[config.mk]
export PLATFORM = sky130hd
export DESIGN_NAME = uart_rx_flat
export DESIGN_NICKNAME = d
export VERILOG_FILES = /design/src/rtl/uart_rx_if.sv /design/src/rtl/uart_rx.sv /design/src/flat_wrapper.sv
export SDC_FILE = /design/constraint.sdc
export NUM_CORES = 1
export LEC_CHECK = 0
export ABC_AREA = 0
export ABC_CLOCK_PERIOD_IN_PS = 3700
export CAP_MARGIN = 20
export CORE_ASPECT_RATIO = 2
export CORE_UTILIZATION = 50
export CTS_CLUSTER_SIZE = 24
export DETAILED_ROUTE_END_ITERATION = 6
export PLACE_DENSITY = 0.7
export REMOVE_ABC_BUFFERS = 1
export SLEW_MARGIN = 20
export SYNTH_ARGS = -nofsm -noshare
export SYNTH_HDL_FRONTEND = slang
export SYNTH_SLANG_ARGS = --single-unit
export TNS_END_PERCENT = 100
[constraint.sdc]
create_clock -name clk_50m -period 3.7 [get_ports clk_50m]
set_input_delay 0.925 -clock clk_50m [delete_from_list [all_inputs] [get_ports clk_50m]]
set_output_delay 0.925 -clock clk_50m [all_outputs]
set_load 0.01 [all_outputs]
[src/rtl/uart_rx_if.sv]
// Serial line and received-byte strobes between the 8N1 receiver and user logic.
interface uart_rx_if;
  logic       uart_rx;
  logic [7:0] uart_rx_data;
  logic       uart_rx_valid;
  logic       uart_rx_frame_err;
  logic       uart_rx_busy;

  modport slave (
    input  uart_rx,
    output uart_rx_data, uart_rx_valid, uart_rx_frame_err, uart_rx_busy
  );

  modport master (
    output uart_rx,
    input  uart_rx_data, uart_rx_valid, uart_rx_frame_err, uart_rx_busy
  );
endinterface

[src/rtl/uart_rx.sv]
// 8N1 UART receiver: 3-sample majority vote at mid-bit, one-cycle valid / frame-error pulses.
//   state | meaning
//   IDLE  | waiting for a falling edge on the synchronised line
//   START | timing the start bit; a high majority aborts as a glitch
//   DATA  | sampling eight data bits, LSB first
//   STOP  | sampling the stop bit; byte published or frame error flagged
module uart_rx #(
  parameter logic [12:0] BAUD_DIV     = 13'd87,
  parameter logic [12:0] BAUD_DIV_CAP = 13'd43
) (
  input  logic     clk_50m,
  input  logic     rst_n,
  uart_rx_if.slave rx_if
);

  typedef enum logic [1:0] {IDLE, START, DATA, STOP} state_t;

  state_t      state_q, state_d;
  logic [12:0] cnt_q, cnt_d;
  logic [2:0]  idx_q, idx_d;
  logic [7:0]  shreg_q, shreg_d;
  logic [1:0]  smp_q, smp_d;
  logic [7:0]  data_q, data_d;
  logic        valid_q, valid_d;
  logic        ferr_q, ferr_d;
  logic [1:0]  vld_q, vld_d;
  logic        armed_q, armed_d;
  logic        sync1_q, rx_s_q, rx_s_d_q;

  logic maj, wrap, decide, fall;

  always_ff @(posedge clk_50m or negedge rst_n) begin
    if (!rst_n) begin
      sync1_q  <= 1'b1;
      rx_s_q   <= 1'b1;
      rx_s_d_q <= 1'b1;
    end else begin
      sync1_q  <= rx_if.uart_rx;
      rx_s_q   <= sync1_q;
      rx_s_d_q <= rx_s_q;
    end
  end

  // vld tracks when rx_s carries a real line sample rather than its reset value,
  // so a line held low through reset release cannot masquerade as a start edge.
  always_comb begin
    vld_d   = {vld_q[0], 1'b1};
    armed_d = armed_q | (vld_q[1] & rx_s_q);
  end

  assign maj    = (smp_q[0] & smp_q[1]) | (smp_q[0] & rx_s_q) | (smp_q[1] & rx_s_q);
  assign wrap   = (cnt_q == BAUD_DIV);
  assign decide = (cnt_q == BAUD_DIV_CAP + 13'd1);
  assign fall   = armed_q & ~rx_s_q & rx_s_d_q;

  always_comb begin
    state_d = state_q;
    cnt_d   = 13'd0;
    idx_d   = idx_q;
    shreg_d = shreg_q;
    smp_d   = smp_q;
    data_d  = data_q;
    valid_d = 1'b0;
    ferr_d  = 1'b0;

    if (state_q != IDLE) begin
      cnt_d = wrap ? 13'd0 : cnt_q + 13'd1;
      if (cnt_q == BAUD_DIV_CAP - 13'd1) smp_d[0] = rx_s_q;
      if (cnt_q == BAUD_DIV_CAP)         smp_d[1] = rx_s_q;
    end

    case (state_q)
      IDLE: begin
        if (fall) state_d = START;
      end
      START: begin
        if (decide && maj) begin
          state_d = IDLE;
          cnt_d   = 13'd0;
        end else if (wrap) begin
          state_d = DATA;
          idx_d   = 3'd0;
        end
      end
      DATA: begin
        if (decide) shreg_d[idx_q] = maj;
        if (wrap) begin
          if (idx_q == 3'd7) state_d = STOP;
          else               idx_d   = idx_q + 3'd1;
        end
      end
      STOP: begin
        if (decide) begin
          if (maj) begin
            data_d  = shreg_q;
            valid_d = 1'b1;
          end else begin
            ferr_d = 1'b1;
          end
          state_d = IDLE;
          cnt_d   = 13'd0;
        end
      end
      default: state_d = IDLE;
    endcase
  end

  always_ff @(posedge clk_50m or negedge rst_n) begin
    if (!rst_n) begin
      state_q <= IDLE;
      cnt_q   <= 13'd0;
      idx_q   <= 3'd0;
      shreg_q <= 8'd0;
      smp_q   <= 2'b11;
      data_q  <= 8'd0;
      valid_q <= 1'b0;
      ferr_q  <= 1'b0;
      vld_q   <= 2'b00;
      armed_q <= 1'b0;
    end else begin
      state_q <= state_d;
      cnt_q   <= cnt_d;
      idx_q   <= idx_d;
      shreg_q <= shreg_d;
      smp_q   <= smp_d;
      data_q  <= data_d;
      valid_q <= valid_d;
      ferr_q  <= ferr_d;
      vld_q   <= vld_d;
      armed_q <= armed_d;
    end
  end

  assign rx_if.uart_rx_data      = data_q;
  assign rx_if.uart_rx_valid     = valid_q;
  assign rx_if.uart_rx_frame_err = ferr_q;
  assign rx_if.uart_rx_busy      = (state_q != IDLE);

endmodule

[src/flat_wrapper.sv]
// flat-port wrapper written by rule: the top's interface ports become plain ports
module uart_rx_flat 
#(
  parameter logic [12:0] BAUD_DIV     = 13'd87,
  parameter logic [12:0] BAUD_DIV_CAP = 13'd43
)
  (clk_50m, rst_n, rx_if_uart_rx, rx_if_uart_rx_data, rx_if_uart_rx_valid, rx_if_uart_rx_frame_err, rx_if_uart_rx_busy);
  uart_rx_if rx_if_i ();
  input  logic clk_50m;
  input  logic rst_n;
  input wire logic [$bits(rx_if_i.uart_rx)-1:0] rx_if_uart_rx;
  output wire logic [$bits(rx_if_i.uart_rx_data)-1:0] rx_if_uart_rx_data;
  output wire logic [$bits(rx_if_i.uart_rx_valid)-1:0] rx_if_uart_rx_valid;
  output wire logic [$bits(rx_if_i.uart_rx_frame_err)-1:0] rx_if_uart_rx_frame_err;
  output wire logic [$bits(rx_if_i.uart_rx_busy)-1:0] rx_if_uart_rx_busy;
  assign rx_if_i.uart_rx = rx_if_uart_rx;
  assign rx_if_uart_rx_data = rx_if_i.uart_rx_data;
  assign rx_if_uart_rx_valid = rx_if_i.uart_rx_valid;
  assign rx_if_uart_rx_frame_err = rx_if_i.uart_rx_frame_err;
  assign rx_if_uart_rx_busy = rx_if_i.uart_rx_busy;
  uart_rx #(.BAUD_DIV(BAUD_DIV), .BAUD_DIV_CAP(BAUD_DIV_CAP)) u_core (.clk_50m(clk_50m), .rst_n(rst_n), .rx_if(rx_if_i));
endmodule
=== Word-level counts from Yosys, hierarchy flattened ===
Cells that the tools add are included.

* Word-level logic and storage cells: 81
* Register bits: 44

* Multiplexer cells: 26
* $lt $le $gt $ge: 2
* Eq/ne operators: 16
* Bitwise logic cells: 10
* Reduce and logical (&&, ||, !) cells: 11
* $add $sub $neg: 2

{| class="wikitable"
|+ Operators by type and width
! kind !! number
|-
| 13-bit 2-to-1 mux || 4
|-
| 13-bit by 6-bit equality test with 1-bit output (second input constant) || 3
|-
| 13-bit case mux with 2 select lines || 1
|-
| 13-bit by 1-bit adder with 13-bit output (second input constant) || 1
|-
| 13-bit by 7-bit equality test with 1-bit output (second input constant) || 1
|-
| 2-bit 2-to-1 mux || 6
|-
| 3-bit 2-to-1 mux || 4
|-
| 2-bit by 1-bit != test with 1-bit output (second input constant) || 5
|-
| 5-bit AND reduction || 2
|-
| 8-bit bitwise mux || 1
|-
| 2-bit case mux with 4 select lines || 1
|-
| 1-bit 2-to-1 mux || 7
|-
| 1-bit AND || 6
|-
| 3-bit case mux with 2 select lines || 1
|-
| 2-bit AND reduction || 3
|-
| 2-bit equality test (second input constant) || 2
|-
| 3-bit by 4-bit < comparator with 1-bit output (second input constant) || 1
|-
| 2-bit != test (second input constant) || 2
|-
| 2-bit nonzero test || 2
|-
| 3-bit by 1-bit adder with 3-bit output (second input constant) || 1
|-
| 1-bit demux with 3-bit select || 1
|-
| 3-bit equality test (second input constant) || 1
|-
| 3-bit by 1-bit >= comparator with 1-bit output (second input constant) || 1
|-
| 3-bit by 1-bit != test with 1-bit output (second input constant) || 1
|-
| 6 further kinds || 9
|}

=== Logic depth before layout (Yosys ltp) ===
Gate-level depths: netlist of run 1.

* Word-level depth: 6
* Depth in mapped cells: 8
* Depth with buffers taken out: 7

=== Worst setup path after synthesis of run 1 ===
Ideal clock, no wire load.

* Kind: register to register
* From: register u_core.cnt_q[8]
* To: register u_core.data_q[0] (netlist: u_core.rx_if.uart_rx_data[0])
* Required time: 3575 ps
* Stages on the path, launching flop included: 5
* Period minus slack after synthesis: 2363 ps
* Data arrival time: 2238 ps
* Library setup time: 125 ps
* Slack: 1337 ps
* Cell sequence: dfrtp_1 or4_4 or3_4 nor4_4 mux2_4

* Cells in the longest elaborated chain, start to end: 2

{| class="wikitable"
|+ Ends and longest elaborated chain
! what !! line !! source
|-
| start: declaration || uart_rx.sv:19 || <nowiki>logic [12:0] cnt_q, cnt_d;</nowiki>
|-
| start signal: assignment || uart_rx.sv:122 || <nowiki>cnt_q <= cnt_d;</nowiki>
|-
| 13-bit by 6-bit equality test with 1-bit output || uart_rx.sv:53 || <nowiki>assign decide = (cnt_q == BAUD_DIV_CAP + 13'd1);</nowiki>
|-
| 3-bit AND reduction (no line) || n/a ||
|-
| end signal: assignment || uart_rx.sv:126 || <nowiki>data_q <= data_d;</nowiki>
|-
| end: declaration || uart_rx.sv:23 || <nowiki>logic [7:0] data_q, data_d;</nowiki>
|}

Every way passes these cells.
A chain may end at the register's enable or synchronous reset.

==> flow_summary.toml, run 1 <==
[run_status]
status = "finished clean"

[timing]
setup_tns_ns = 0
fmax_mhz = 381.1
min_period_ns = 2.624
rsz0062_at_grt = "false"
skew_ns = 0.005244
finalCritPeriodShare_pct = 70.93
hold_viol = 0
setup_viol = 0
final-max-slew-violation-count = 0
fin_hold_ws_ns = 0.3503
max_slew_margin_pct = 37.34
max_slew.worst_pin.slew_ns = 0.9398

[die]
initial_core_util_pct = 51.79
dieArea_um2 = 4470
die_width_um = 47.78
fp.dieH_um = 93.56
core_area_um2 = 4046
io_pins = 14
rows = 33

[worst_setup_path]
crit_family = "buffers and inverters"
crit_required_ns = 2.77
critical_path_class = "register to output pin"
worst_setup_path_start_kind = "register"
path_max_fanout = 9
arrival_ns = 1.70
cp.buffers_inverters = 2
cpPeakStageDelay_ns = 0.55
cp_slowest_cell = "clkdlybuf4s50_1"
crit_path_end_kind = "output pin"
path_cells = "inv_1, nand2_1, clkdlybuf4s50_1"

[clocking]
cts.path.max_buffers = 2
cts_tree = "done"
cts_resized = 0
post_cts_buffers = 0
htreeDepth = 2
cts_hold_buf = 0
path_clk_slew_ns = 0.08
cts_made_buffers = 5
root_buffer = "clkbuf_8"
numClockSinks = 44
insertion_delay_ns = 0.30

[logic_synthesis]
ys_warn_count = 0
synth_top_cell_by_area = "dfrtp_1"
synth_ff_type = "dfrtp_1"
ys_ff_latch = 44
synth_top_area_share_pct = 46.57
ys_async_sr_fraction_pct = 100.0
synth_cell_types = 43
synth_edf_count = 0
postSynthAreaPerCell_um2 = 11.64
ys_seq_area_share_pct = 52.84
syn-cell-area_um2 = 2096
synthCells = 180
synthTopCellsByArea = "dfrtp_1 (47%), dfstp_2 (6.3%), mux2_4 (5.7%)"

[placed_design]
dp_hpwl_um = 2886
portBuffers = 13
gp_congestion = 0.8828

[route]
drt_drc_violations_left = 0
wl_per_cell_um = 15.76
ant_nets = 0
vias_per_cell = 5.712
wirelength_um = 3941
firstDrtPassIters = 4
drt_iter0_markers = 34
vias = 1428

[min_path]
hold_class = "register to register"

[final_layout]
fill_cells = 373
diodes = 0
fin_nets = 205
layout.area.seq_um2 = 1107
final_util_pct = 59.06
synthToLayoutAreaGrowth_pct = 14.03
multi_input_area_um2 = 917.1
drive_above_1_share_pct = 20.20

[global_route]
antenna_found_initial = 0
grt_pass1_vias = 1468
gr-total-overflow = 0
grt_start_max_net_pins = 45
grt_pass1_wl_um = 6368
track_usage_pct = 19.93

[power]
power_leakage_nw = 1.068
cellPowerDensity_nw_per_um2 = 505.6
ir_drop_v = 0.0002922
total_power_w = 0.001208

[run]
cap_viol_max_count = 0
## path summary, 6_finish.rpt
path	from	endpoint	slack (ns)	depth (start not counted)
hold / removal	u_core.vld_q[0]	u_core.vld_q[1]	0.35	0
hold reg to reg	u_core.vld_q[0]	u_core.vld_q[1]	0.35	0
setup reg to reg	u_core.cnt_q[11]	u_core.rx_if.uart_rx_data[5]	1.15	4
min in group asynchronous	rst_n	u_core.rx_if.uart_rx_valid	0.76	1
setup / recovery	register	rx_if_uart_rx_busy	1.08	3
max in group asynchronous	rst_n	u_core.cnt_q[9]	2.35	1
## flip-flops by register name, indices dropped and copies added, names as in the netlist, named ones only
register,count
u_core.idx_q,3
u_core.rx_if.uart_rx_data,8
u_core.rx_if.uart_rx_frame_err,1
u_core.cnt_q,13
u_core.armed_q,1
u_core.rx_if.uart_rx_valid,1
u_core.state_q,1
u_core.rx_s_d_q,1
u_core.rx_s_q,1
u_core.vld_q,2
u_core.shreg_q,8
u_core.sync1_q,1
u_core.smp_q,2
## kinds of logic (layout without fill, tap and decap cells)
logic type / Yosys count / after routing / synth area share, %
AND/OR/NAND/NOR: 68 / 68 / 18.63
flip-flops: 44 / 44 / 52.84
AO/OA/AOI/OAI: 21 / 21 / 6.865
multiplexers: 16 / 16 / 10.03
buffers and inverters: 13 / 31 / 3.403
XOR/XNOR: 11 / 11 / 4.597
adder cells (fa/ha/maj): 6 / 6 / 3.463
other: 1 / 1 / 0.1789
## worst reg2reg max path: cells and delay by family, from the launching register on
kind             cells  cell delay (ns)
DFF                  1             0.43
and+or+nand+nor      3             1.66
muxes                1             0.36
## power breakdown
group	switching [W]	internal, W
combinational	0.000117	0.0000933
clock	0.000161	0.000238
sequential	0.0000661	0.000533
total	0.000344	0.000864
## routing by layer
| layer | wire length, um | track usage (%) |
|---|---|---|
| met5 | 0 | 0 |
| met4 | 120 | 9.954 |
| met3 | 130 | 4.247 |
| met2 | 2271 | 34.91 |
| met1 | 1419 | 20.45 |
## cell type report
cell class	count	area share (%)
clock buffers	7	4.031
clock inverters	1	1.257
inverters	7	1.099
multi-input cells	123	38.38
flip-flops and latches	44	46.34
well taps	52	2.723
repair buffers	16	6.178
## stage by stage
stage,setup slack [ns],cells,cell area [um^2]
floorplan,1.178,174,2051
global placement,1.227,242,2263
detailed placement,1.154,242,2263
CTS,1.095,250,2390
global route,0.9811,250,2390
finish,1.076,250,2390
## cell usage in the layout (no fill, tap or decap), drive strengths merged, types with 4 or more instances in the layout
cell type / instances
dfstp: 5
dfrtp: 39
nor2: 15
o21ai: 5
xnor2: 5
nand2: 13
mux2: 16
nand3: 6
nor3: 9
ha: 5
inv: 7
clkbuf: 7
xor2: 6
buf: 4
clkdlybuf4s50: 12
nand4: 4
## cell usage after synthesis (4+ instances only)
library cell,n
mux2_4,8
nor3_1,9
dfstp_2,5
inv_1,7
nand4_1,4
o21ai_0,5
nand3_1,6
ha_1,5
nand2_1,13
mux2_2,7
nor2_1,15
xor2_1,6
xnor2_1,5
dfrtp_1,39
Power figures use the tool's default switching activity.
==> inputs of run 2 (changes only) <==
--- a/config.mk
+++ b/config.mk
@@ -6,13 +6,13 @@
 export NUM_CORES = 1
 export LEC_CHECK = 0
 export ABC_AREA = 0
-export ABC_CLOCK_PERIOD_IN_PS = 3700
+export ABC_CLOCK_PERIOD_IN_PS = 2100
 export CAP_MARGIN = 20
 export CORE_ASPECT_RATIO = 2
 export CORE_UTILIZATION = 50
 export CTS_CLUSTER_SIZE = 24
 export DETAILED_ROUTE_END_ITERATION = 6
-export PLACE_DENSITY = 0.7
+export PLACE_DENSITY = 0.73
 export REMOVE_ABC_BUFFERS = 1
 export SLEW_MARGIN = 20
 export SYNTH_ARGS = -nofsm -noshare
==> constraint.sdc (replaced) <==
create_clock -name clk_50m -period 2.1 [get_ports clk_50m]
set_input_delay 0.525 -clock clk_50m [delete_from_list [all_inputs] [get_ports clk_50m]]
set_output_delay 0.525 -clock clk_50m [all_outputs]
set_load 0.01 [all_outputs]
==> run 2 against run 1 <==
Effect of this change:
- the run now ends with setup timing left
- power up 110%
- die area stayed put
- via count grew 16%
- flip-flop and latch count is the same
- core utilization is 13 points higher
- first-iteration DRC count increased by 71%
- largest cell class unchanged
- critical endpoint is now u_core.rx_if.uart_rx_data[4]
- combinational power rose to 4.0 times the previous value
- sequential share of layout area shrank 8.6 points
- design area up 23%
==> flow_summary.toml, run 2 (synthesized netlist as in run 1, its figures left out) <==
[timing]
fmax_mhz = 425.5
setup_viol = 29
rsz0062_at_grt = "true"
final-max-slew-violation-count = 0
fin_ws_ns = -0.2501
finalCritPeriodShare_pct = 111.9
hold_viol = 0
skew_ns = 0.008463
min_period_ns = 2.350

[final_layout]
fill_cells = 276
mostFrequentLayoutCells = "dfrtp_1 (39), buf_4 (29), nand2_1 (12), nor2_1 (12), clkdlybuf4s50_1 (12)"
fin_area_um2 = 2932
diodes = 0
synthToLayoutAreaGrowth_pct = 39.88
largest_register_ffs = 13
drive_above_1_share_pct = 44.49
final_util_pct = 72.45
top_register = "u_core.cnt_q"
layout_commonest_cell = "dfrtp_1"
fin_nets = 243

[power]
clkPwrFrac_pct = 27.8
combPwrFrac_pct = 33.0
p_int_w = 0.001768
power_leakage_nw = 1.309
total_power_w = 0.002544
ir_drop_v = 0.0007104
seq_power_share_pct = 39.1
cellPowerDensity_nw_per_um2 = 867.7
switching_share_pct = 30.51
switchingPower_w = 0.0007762

[worst_setup_path]
path_max_fanout = 4
worst_setup_path_start_kind = "register"
arrival_ns = 2.54
crit_path_end_kind = "register"
cpPeakStageDelay_ns = 0.58
critical_path_class = "register to register"
path_cells = "or4b_4, or3_4, nor4_4, buf_4, clkbuf_16, mux2_4"
r2r_slack_ns = -0.25
crit_required_ns = 2.29
cp_slowest_cell = "or4b_4"

[run_status]
status = "finished, violations left"
violations = "setup timing"

[clocking]
htreeDepth = 2
numClockSinks = 44
root_buffer = "clkbuf_8"
cts_hold_buf = 0
path_clk_slew_ns = 0.08
cts.path.max_buffers = 2
insertion_delay_ns = 0.30
cts_tree = "done"
cts_made_buffers = 5

[die]
fp.dieH_um = 93.56
initial_core_util_pct = 51.79
core_area_um2 = 4046
rows = 33
die_width_um = 47.78
io_pins = 14
dieArea_um2 = 4470

[global_route]
grt_pass1_vias = 1766
antenna_found_initial = 0
grt_start_max_net_pins = 20
track_usage_pct = 25.52
grt_pass1_wl_um = 7928
gr-total-overflow = 0

[placed_design]
dpl-instance-area_um2 = 2471
gp_congestion = 0.9105
portBuffers = 13
dp_hpwl_um = 3432

[min_path]
hold_class = "primary input to async pin"

[route]
wirelength_um = 5410
wl_per_cell_um = 18.78
vias_per_cell = 5.767
drt_iter0_markers = 58
vias = 1661
drt_drc_violations_left = 0
firstDrtPassIters = 4
ant_nets = 0

[run]
cap_viol_max_count = 0
[run 2: layout make-up]
type	instances	area [um^2]	area share (%)
clock buffer	7	96.34	3.286
clock inverter	1	30.03	1.024
inverter	7	26.28	0.8963
multi-input combinational	123	1106	37.73
sequential	44	1107	37.77
tap	52	65.06	2.219
timing repair buffer	54	500.5	17.07
[run 2: power by group through the flow]
| stage | Combinational, W | Clock [W] | Sequential (W) |
|---|---|---|---|
| after detailed placement | 0.000604 | 0 | 0.00101 |
| after floorplan | 0.000281 | 0 | 0.00104 |
| after CTS | 0.000681 | 0.000712 | 0.000992 |
| after global placement | 0.000578 | 0 | 0.000998 |
| after global routing | 0.000913 | 0.000742 | 0.00100 |
| final | 0.000841 | 0.000707 | 0.000996 |
[run 2: what timing repair did]
item / 4_1_cts / 5_1_grt
pin swaps: 5 / 14
endpoints found under the hold margin: 0 / 0
cloned: 1 / 1
setup buffers: 6 / 7
resized for setup: 20 / 39
setup endpoints to repair: 20 / 37
[run 2: final timing paths]
| kind | endpoint | depth (start not counted) | startpoint |
|---|---|---|---|
| hold reg to reg | u_core.rx_s_q | 0 | u_core.sync1_q |
| setup / recovery | u_core.rx_if.uart_rx_data[4] | 6 | u_core.cnt_q[4] |
| max in group asynchronous | u_core.cnt_q[11] | 2 | rst_n |
| hold / removal | u_core.vld_q[1] | 1 | rst_n |
| min in group clk_50m | u_core.rx_s_q | 0 | u_core.sync1_q |
| setup reg to reg | u_core.rx_if.uart_rx_data[4] | 6 | u_core.cnt_q[4] |
[run 2: critical path: cells and delay by family, from the launching register on]
kind,cells,cell delay [ns]
buffers and inverters,2,0.35
and+or+nand+nor,3,1.18
muxes,1,0.29
DFF,1,0.41
[run 2: through the flow]
stage                     setup TNS, ns  worst slack [ns]  hold WS, ns  cells
final                            -3.558           -0.2501       0.1430    288
after global routing             -5.007           -0.2540       0.1708    288
after CTS                        -1.892           -0.1284       0.1500    283
after detailed placement         -1.901           -0.1875       0.3468    268
after global placement           -1.060           -0.1096       0.3338    268
after floorplan                  -6.110           -0.4222       0.2294    174
[run 2: metal layers]
metal  global-route usage [%]  vias to the layer above  share of wire [%]
met5                        0                        -                  0
met4                    18.29                        0                5.1
met3                    4.633                       24                3.0
met2                    44.82                       56                 58
met1                    23.57                      842                 34
li1                         -                      739                  -
